$ cat src/rtl/veririsc_sequencer.sv
// Self-timed VeriRISC sequencer: 8-phase fetch/execute counter, HLT/resume latch,
// optional memory wait-state stall with timeout (enabled by defining SEQ_MEM_WAIT_EN).
module veririsc_sequencer #(
  parameter int OPCODE_W   = 3,
  parameter int WAIT_LIMIT = 15
) (
  input  logic                clk,
  input  logic                rst,
  input  logic                zero,
  input  logic [OPCODE_W-1:0] opcode,
  input  logic                mem_rdy,
  input  logic                resume,
  output logic [2:0]          phase,
  output logic                sel,
  output logic                rd,
  output logic                ld_ir,
  output logic                halt,
  output logic                inc_pc,
  output logic                ld_ac,
  output logic                wr,
  output logic                ld_pc,
  output logic                data_e,
  output logic                halted,
  output logic                bus_err
);

  localparam logic [0:0] ST_RUN    = 1'b0;
  localparam logic [0:0] ST_HALTED = 1'b1;

  logic [0:0] state_p0;
  logic [2:0] phase_p0;
  logic       ext_op;
  logic [2:0] op_lo;
  logic       is_hlt, is_skz, is_sto, is_jmp, is_alu;
  logic       running;
  logic       stall;

  // Opcodes with any bit above the base three set form the extended-ALU class.
  generate
    if (OPCODE_W > 3) begin : g_ext
      assign ext_op = |opcode[OPCODE_W-1:3];
    end else begin : g_no_ext
      assign ext_op = 1'b0;
    end
  endgenerate

  assign op_lo   = opcode[2:0];
  assign is_hlt  = !ext_op && (op_lo == 3'd0);
  assign is_skz  = !ext_op && (op_lo == 3'd1);
  assign is_sto  = !ext_op && (op_lo == 3'd6);
  assign is_jmp  = !ext_op && (op_lo == 3'd7);
  assign is_alu  = ext_op || ((op_lo >= 3'd2) && (op_lo <= 3'd5));
  assign running = (state_p0 == ST_RUN);

`ifdef SEQ_MEM_WAIT_EN
  logic [7:0] wait_p0;
  logic       bus_err_p0;
  logic       stall_pt;
  logic       timeout;

  assign stall_pt = running && ((phase_p0 == 3'd1) || ((phase_p0 == 3'd5) && is_alu));
  // The last permitted wait cycle becomes the forced advance itself.
  assign timeout  = stall_pt && !mem_rdy && (wait_p0 >= 8'(WAIT_LIMIT - 1));
  assign stall    = stall_pt && !mem_rdy && !timeout;

  always_ff @(posedge clk) begin
    if (rst) begin
      wait_p0    <= 8'd0;
      bus_err_p0 <= 1'b0;
    end else begin
      wait_p0    <= stall ? (wait_p0 + 8'd1) : 8'd0;
      bus_err_p0 <= timeout;
    end
  end

  assign bus_err = bus_err_p0;
`else
  logic       unused_mem_rdy;
  logic [7:0] unused_wait_limit;

  assign unused_mem_rdy    = mem_rdy;
  assign unused_wait_limit = 8'(WAIT_LIMIT);
  assign stall             = 1'b0;
  assign bus_err           = 1'b0;
`endif

  always_ff @(posedge clk) begin
    if (rst) begin
      state_p0 <= ST_RUN;
      phase_p0 <= 3'd0;
    end else if (state_p0 == ST_RUN) begin
      if ((phase_p0 == 3'd4) && is_hlt) begin
        state_p0 <= ST_HALTED;
      end else if (!stall) begin
        phase_p0 <= phase_p0 + 3'd1;
      end
    end else if (resume) begin
      // Resume re-enters after the phase-4 PC increment already done before halting.
      state_p0 <= ST_RUN;
      phase_p0 <= 3'd5;
    end
  end

  always_comb begin
    sel    = 1'b0;
    rd     = 1'b0;
    ld_ir  = 1'b0;
    halt   = 1'b0;
    inc_pc = 1'b0;
    ld_ac  = 1'b0;
    wr     = 1'b0;
    ld_pc  = 1'b0;
    data_e = 1'b0;
    if (running) begin
      case (phase_p0)
        3'd0: sel = 1'b1;
        3'd1: begin
          sel = 1'b1;
          rd  = 1'b1;
        end
        3'd2, 3'd3: begin
          sel   = 1'b1;
          rd    = 1'b1;
          ld_ir = 1'b1;
        end
        3'd4: begin
          halt   = is_hlt;
          inc_pc = 1'b1;
        end
        3'd5: rd = is_alu;
        3'd6: begin
          rd     = is_alu;
          inc_pc = is_skz && zero;
          ld_pc  = is_jmp;
          data_e = is_sto;
        end
        default: begin
          rd     = is_alu;
          ld_ac  = is_alu;
          ld_pc  = is_jmp;
          wr     = is_sto;
          data_e = is_sto;
        end
      endcase
    end
  end

  assign phase  = phase_p0;
  assign halted = (state_p0 == ST_HALTED);

endmodule

$ cat config.mk
export PLATFORM = sky130hd
export DESIGN_NAME = veririsc_sequencer
export DESIGN_NICKNAME = d
export VERILOG_FILES = /design/src/rtl/veririsc_sequencer.sv
export SDC_FILE = /design/constraint.sdc
export NUM_CORES = 1
export LEC_CHECK = 0
export ABC_CLOCK_PERIOD_IN_PS = 2950
export BUFFER_PORTS_ARGS = -buffer_cell sky130_fd_sc_hd__buf_2
export CORE_AREA = 2 2 44 46
export DETAILED_ROUTE_END_ITERATION = 8
export DIE_AREA = 0 0 46 48
export SYNTH_ARGS = -nofsm -noshare
export SYNTH_HDL_FRONTEND = slang
export SYNTH_SLANG_ARGS = --single-unit
$ cat constraint.sdc
create_clock -name clk -period 2.95 [get_ports clk]
set_input_delay 0.59 -clock clk [delete_from_list [all_inputs] [get_ports clk]]
set_output_delay 0.59 -clock clk [all_outputs]
set_load 0.1 [all_outputs]
==> results of run 1 <==
==> final cells by class <==
cell class	count	area [µm²]	share of cell area, %
Clock buffer	3	22.5	3.98
Inverter	6	22.5	3.98
Multi-Input combinational cell	38	320	56.6
Sequential cell	4	83.8	14.8
Tap cell	17	21.3	3.76
Timing Repair Buffer	19	95.1	16.8
==> through the flow <==
stage	TNS, ps	utilization (%)	setup slack [ps]	cell area [µm²]
after global routing	0	33.5	153	566
final	0	33.5	270	566
after detailed placement	0	32.1	410	543
after global placement	0	32.1	419	543
after floorplan	-302	-	-109	438
after CTS	0	33.5	262	566
==> layout by cell type (no fill, tap or decap), types with 2 or more instances in the layout <==
master,n
buf_2,19
nor2_1,8
ha_1,7
inv_1,6
clkbuf_4,3
dfxtp_2,3
nand2_1,2
nor3_4,2
==> state kept, by name, indices dropped and copies added, names as in the netlist <==
signal and cells:
phase 3, halted 1
==> worst max-delay path by stage <==
| stage | startpoint | to | slack (ps) | cells past startpoint |
|---|---|---|---|---|
| after floorplan | halted$_SDFF_PP0_ | data_e | -110 | 4 |
| after global placement | opcode[0] | halt | 420 | 4 |
| final | phase[2]$_SDFFE_PP0P_ | wr | 270 | 5 |
| after global routing | phase[1]$_SDFFE_PP0P_ | halt | 150 | 5 |
| after CTS | phase[2]$_SDFFE_PP0P_ | wr | 260 | 5 |
| after detailed placement | opcode[0] | halt | 410 | 4 |
==> critical path, stage by stage (launching register included) <==
cell      delay [ps]
dfxtp_2          330
inv_1            220
ha_1             290
a2111o_1         430
nor3_4           130
buf_2            440
==> cell usage after synthesis <==
library cell / n / area (µm²)
a2111o_1: 1 / 11.3
a21o_1: 1 / 7.51
a21oi_1: 1 / 5.00
a311oi_1: 1 / 8.76
a41oi_1: 1 / 8.76
buf_4: 1 / 7.51
clkbuf_1: 1 / 3.75
conb_1: 1 / 3.75
dfxtp_1: 4 / 80.1
ha_1: 7 / 87.6
inv_1: 6 / 22.5
nand2_1: 2 / 7.51
nand2b_1: 1 / 6.26
nand3_1: 1 / 5.00
nand4_1: 1 / 6.26
nor2_1: 9 / 33.8
nor2b_1: 1 / 6.26
nor3_1: 2 / 10.0
nor3_2: 1 / 10.0
o21a_1: 1 / 7.51
o221a_1: 1 / 11.3
o31a_1: 1 / 8.76
o32ai_2: 1 / 16.3
or2_2: 1 / 6.26
or4b_4: 1 / 13.8
xnor2_1: 1 / 8.76
==> power groups by stage <==
stage	Sequential (mW)	Clock [mW]	Combinational [mW]
global placement	0.0658	0	0.173
global route	0.0658	0.0790	0.182
floorplan	0.0914	0	0.122
detailed placement	0.0659	0	0.173
finish	0.0648	0.0678	0.172
CTS	0.0650	0.0695	0.174
==> layer usage <==
layer | global-route usage [%] | vias to the layer above | part of all wire (%)
li1 | - | 214 | -
met2 | 15.3 | 11 | 45
met4 | 1.71 | 0 | 0
met3 | 3.40 | 0 | 3.9
met1 | 12.5 | 173 | 51
met5 | 0 | - | 0
==> cell families (layout without fill, tap and decap cells) <==
kind of cell	Yosys count	in the layout	synth area share (%)
DFF	4	4	19.8
adders and majority gates	7	7	21.7
xor gates and xnor gates	1	1	2.17
buffers and inverters	8	28	8.36
AOI/OAI and AO/OA	9	9	21.1
and+or+nand+nor	20	20	26.0
other	1	1	0.928
==> results.ini, run 1 <==
[global_route]
grt_pass1_vias=345
grt_use_total_pct=9.54
antenna_found_initial=0
overflow=0
grt_start_max_net_pins=12
grt_pass1_wl_mm=1.47

[worst_setup_path]
rrSetupSlack_ps=1100
critPathCaptureType=output port
critical_path_class=flip-flop to output port
crit_arrival_ps=2090
worst_r2r_endpoint=phase[0]$_SDFFE_PP0P_
r2r_start=phase[1]$_SDFFE_PP0P_
worst_ep_required_time_ps=2360
crit_path_start_kind=flip-flop
ff2ff_path_depth=5
worst-path-max-fanout=7

[routing]
drt_iter0_drc=3
drc=0
detail_route.wl_per_cell_um=10.5
antenna_left=0
firstDrtPassIters=3
viasPerCell=4.57
finalWirelength_um=914
via_count=398

[clock_tree]
postCtsSetupRepairBufs=0
numCtsBuffers=3
ctsHoldBuffers=0
cts.sinks=4
cts_htree_levels=1
clk_pin_slew_ps=40
insertion_delay_ps=230
post_cts_resized=0
cts-root-buf=clkbuf_4
cts_tree=done
cts_buffer_depth=2

[power]
internal-power_mw=0.139
pwr-share-seq_pct=21.3
pwr_density_cell_nw_per_um2=539
p_sw_mw=0.166
p_sw_share_pct=54.3
total_power_mw=0.305
p_comb_share_pct=56.5
vdd_drop_max_uv=157
power.share.clock_pct=22.2
leakagePower_nw=0.286

[sta]
holdWs_ps=554
hold_viol=0
setup_violations=0
fin_crit_sh_pct=90.9
fin_skew_ps=6.19
rsz0062_at_grt=no
drv_slew=0
fmax_ghz=0.373
min_period_ps=2680

[yosys]
synth.net_count=65
ys_ff_latch=4
ys_seq_area_share_pct=19.8
netlist_area_um2=404
yosysWarnings=0
syn_inst=50
syn_area_per_cell_um2=8.08
ys_types=26

[cells_and_area]
area_growth_pct=39.9
num-fill-cells=185
final_nets=87
antenna_cells=0
fin_cells=87
drive_above_1_share_pct=45.7

[place]
io_buffer_count=19
dp_hpwl_um=770
dp_cells=84
gp_congestion=0.654

[hold_path]
hold_path_depth=2
hold_end=phase[2]$_SDFFE_PP0P_
hold_path.class=flip-flop to flip-flop
worstHoldStart=phase[2]$_SDFFE_PP0P_

[die]
design.core.area_um2=1690
dieArea_um2=2210
dieHeight_um=48
start_util_pct=23.9
io_pins=22
die_w_um=46
core.rowCount=15

[run_status]
status=finished, final reports clean

[run]
drv_cap=0

No activity file was read; power rests on OpenSTA's default activity.
==> inputs of run 2 (changes only) <==
--- a/config.mk
+++ b/config.mk
@@ -5,11 +5,12 @@
 export SDC_FILE = /design/constraint.sdc
 export NUM_CORES = 1
 export LEC_CHECK = 0
+export ABC_AREA = 1
 export ABC_CLOCK_PERIOD_IN_PS = 2950
 export BUFFER_PORTS_ARGS = -buffer_cell sky130_fd_sc_hd__buf_2
-export CORE_AREA = 2 2 44 46
+export CORE_AREA = 2 2 46 48
 export DETAILED_ROUTE_END_ITERATION = 8
-export DIE_AREA = 0 0 46 48
+export DIE_AREA = 0 0 48 50
 export SYNTH_ARGS = -nofsm -noshare
 export SYNTH_HDL_FRONTEND = slang
 export SYNTH_SLANG_ARGS = --single-unit
==> run 2 against run 1 <==
  * Count of clock-buffer cells in the layout did not move
  * Highest routed layer unchanged
  * Sequential share of layout area fell by 0.39 points
  * Die area rose by 8.7%
  * First-iteration DRC count rose to 3.0 times the previous value
  * Synthesized area rose by 9.3%
  * Cell count rose by 31%
  * Critical endpoint is now ld_ac
  * Flip-flop and latch count did not move
  * Maximum frequency rose by 7.8%
  * Critical path type unchanged
==> results.ini, run 2 <==
[die]
design.core.area_um2=1900  ; +13%
dieHeight_um=50  ; +4.2%
start_util_pct=23.2  ; -0.70 points
core.rowCount=16  ; +1
dieArea_um2=2400  ; +8.7%
io_pins=22  ; unchanged
die_w_um=48  ; +4.3%

[clock_tree]
ctsHoldBuffers=0  ; unchanged
cts_htree_levels=1  ; unchanged
cts_tree=done
cts-root-buf=clkbuf_4
cts_buffer_depth=2  ; unchanged
post_cts_resized=0  ; unchanged
insertion_delay_ps=230  ; about the same
postCtsSetupRepairBufs=0  ; unchanged
numCtsBuffers=3  ; unchanged
clk_pin_slew_ps=30  ; about the same
cts.sinks=4  ; unchanged

[worst_setup_path]
cp.depth=6  ; +1
crit_chain=inv_1, ha_1, nor2_1, nand2_1, nor4_4, buf_2
slowest_stage=buf_2
critPathCaptureType=output port
crit_family=buffers and inverters
critPathMaxStageDelay_ps=450  ; about the same
ff2ff_path_depth=5  ; unchanged
worst-path-max-fanout=7  ; unchanged
crit_arrival_ps=1900  ; -190 ps
crit_path_start_kind=flip-flop
critical_path_class=flip-flop to output port
cp.buffers_inverters=2  ; unchanged
worst_ep_required_time_ps=2360  ; about the same

[sta]
setup_slack_ps=465  ; +195 ps
setup_tns_ps=0  ; unchanged
hold_viol=0  ; unchanged
drv_slew=0  ; unchanged
setup_violations=0  ; unchanged
rsz0062_at_grt=no
fin_crit_sh_pct=84.2  ; -6.6 points
fmax_ghz=0.402  ; +7.8%
min_period_ps=2490  ; -195 ps
fin_skew_ps=3.15  ; -3.04 ps

[yosys]
yosysWarnings=0  ; unchanged
synth_edf_count=0  ; unchanged
syn_area_per_cell_um2=6.59  ; -18%
ys_seq_area_share_pct=18.1  ; -1.7 points
yosys-top-cells-count=14 x inv_1, 13 x nand2_1, 9 x nor2_1, 7 x ha_1, 5 x a21oi_1
synth_top_cell_by_area=ha_1
muxShareOfSynthArea_pct=0  ; unchanged
synth-xor-area-share_pct=1.98  ; -0.18 points
netlist_area_um2=442  ; +9.3%
synth_top_family_by_area=simple AND/OR/NAND/NOR gates
synth.most_common_cell=inv_1
synth-compound-area-share_pct=6.80  ; -14 points
syn_inst=67  ; +34%
ys_ff_latch=4  ; unchanged
ys_async_sr_fraction_pct=0  ; unchanged
synth_top_flop_cell=dfxtp_1
synth-simple-area-share_pct=35.4  ; +9.4 points
synthAdderAreaFrac_pct=19.8  ; -1.8 points
ys_types=18  ; -31%
synth.net_count=82  ; +26%
yosys-top-cells-area=ha_1 20%, dfxtp_1 18%, inv_1 12%
synth.top_cell.area_share_pct=19.8  ; -1.8 points

[power]
p_comb_share_pct=58.0  ; +1.5 points
vdd_drop_max_uv=178  ; +13%
p_sw_mw=0.175  ; +5.8%
pwr_density_cell_nw_per_um2=511  ; -5.3%
leakagePower_nw=0.352  ; +23%
power.share.clock_pct=20.9  ; -1.3 points
pwr-share-seq_pct=21.2  ; about the same
p_sw_share_pct=55.8  ; +1.4 points
internal-power_mw=0.139  ; -0.16%

[routing]
detail_route.wl_per_cell_um=7.90  ; -25%
antenna_left=0  ; unchanged
via_count=456  ; +15%
viasPerCell=4.00  ; -13%
firstDrtPassIters=4  ; +1
drc=0  ; unchanged
drt_iter0_drc=9  ; +6
finalWirelength_um=901  ; -1.4%

[place]
io_buffer_count=19  ; unchanged
gp_congestion=0.758  ; +16%
dp_cells=111  ; +32%
dp_hpwl_um=767  ; -0.36%
pre_cts_ws_ps=687  ; +277 ps

[cells_and_area]
fin_cells=114  ; +31%
area_growth_pct=39.4
utilization_pct=32.4  ; -1.1 points
drive_above_1_share_pct=40.2  ; -5.5 points
final_common_cell=buf_2
final_nets=104  ; +20%
largest_reg_flops=3  ; unchanged
num-fill-cells=220  ; +19%
mostFrequentLayoutCells=19 x buf_2, 14 x inv_1, 13 x nand2_1, 7 x nor2_1, 7 x ha_1
antenna_cells=0  ; unchanged

[global_route]
antenna_found_initial=0  ; unchanged
grt_pass1_vias=401  ; +16%
grt_start_max_net_pins=11  ; -1
grt_pass1_wl_mm=1.45  ; -1.4%
grt_use_total_pct=8.21  ; -1.3 points
overflow=0  ; unchanged

[run]
drv_cap=0  ; unchanged

[run_status]
status=finished, final reports clean

[hold_path]
hold_path.class=flip-flop to flip-flop
hold_path_depth=2  ; unchanged

## run 2: logic make-up (layout without fill, tap and decap cells)
logic type	after synthesis	count (layout)
compound gates	6	6
xor+xnor	1	1
fa+ha+maj	7	7
buf+inv	17	37
flops	4	4
other cells	1	1
simple gates	31	31
## run 2: final cells by class
cell class	instances	area, µm²	area share (%)
Multi-Input combinational cell	46	319	51.8
Timing Repair Buffer	19	95.1	15.4
Sequential cell	4	88.8	14.4
Inverter	15	56.3	9.15
Tap cell	27	33.8	5.49
Clock buffer	3	22.5	3.66
## run 2: power groups by stage
stage | registers, mW | clock network (mW) | logic, mW
after floorplan | 0.0950 | 0 | 0.130
after global placement | 0.0675 | 0 | 0.183
after detailed placement | 0.0679 | 0 | 0.184
after CTS | 0.0670 | 0.0692 | 0.184
after global routing | 0.0680 | 0.0761 | 0.195
final | 0.0665 | 0.0656 | 0.182
## run 2: worst paths after layout
check | startpoint | endpoint | slack, ps
worst min register to register | phase[0]$_SDFFE_PP0P_ | phase[0]$_SDFFE_PP0P_ | 510
worst min-delay path | phase[0]$_SDFFE_PP0P_ | phase[0]$_SDFFE_PP0P_ | 510
worst max register to register | halted$_SDFF_PP0_ | phase[2]$_SDFFE_PP0P_ | 1730
worst max-delay path | phase[1]$_SDFFE_PP0P_ | ld_ac | 460
## run 2: per-layer routing
layer | GRT usage [%] | wire, µm | vias to the layer above
li1 | - | - | 241
met2 | 14.9 | 465 | 16
met5 | 0 | 0 | -
met3 | 3.30 | 60 | 0
met1 | 7.86 | 375 | 199
met4 | 2.70 | 0 | 0
## run 2: tightest hold or removal path, delay by kind of cell, from the launching register on
kind | cells | cell delay [ps]
AOI/OAI and AO/OA | 1 | 50
DFF | 1 | 360
and+or+nand+nor | 1 | 70
## run 2: stage by stage
stage | instance area, µm² | hold slack (ps) | power, mW
finish | 616 | 510 | 0.314
global route | 616 | 522 | 0.339
CTS | 616 | 522 | 0.320
detailed placement | 593 | 512 | 0.251
global placement | 593 | 507 | 0.250
floorplan | 483 | 639 | 0.225
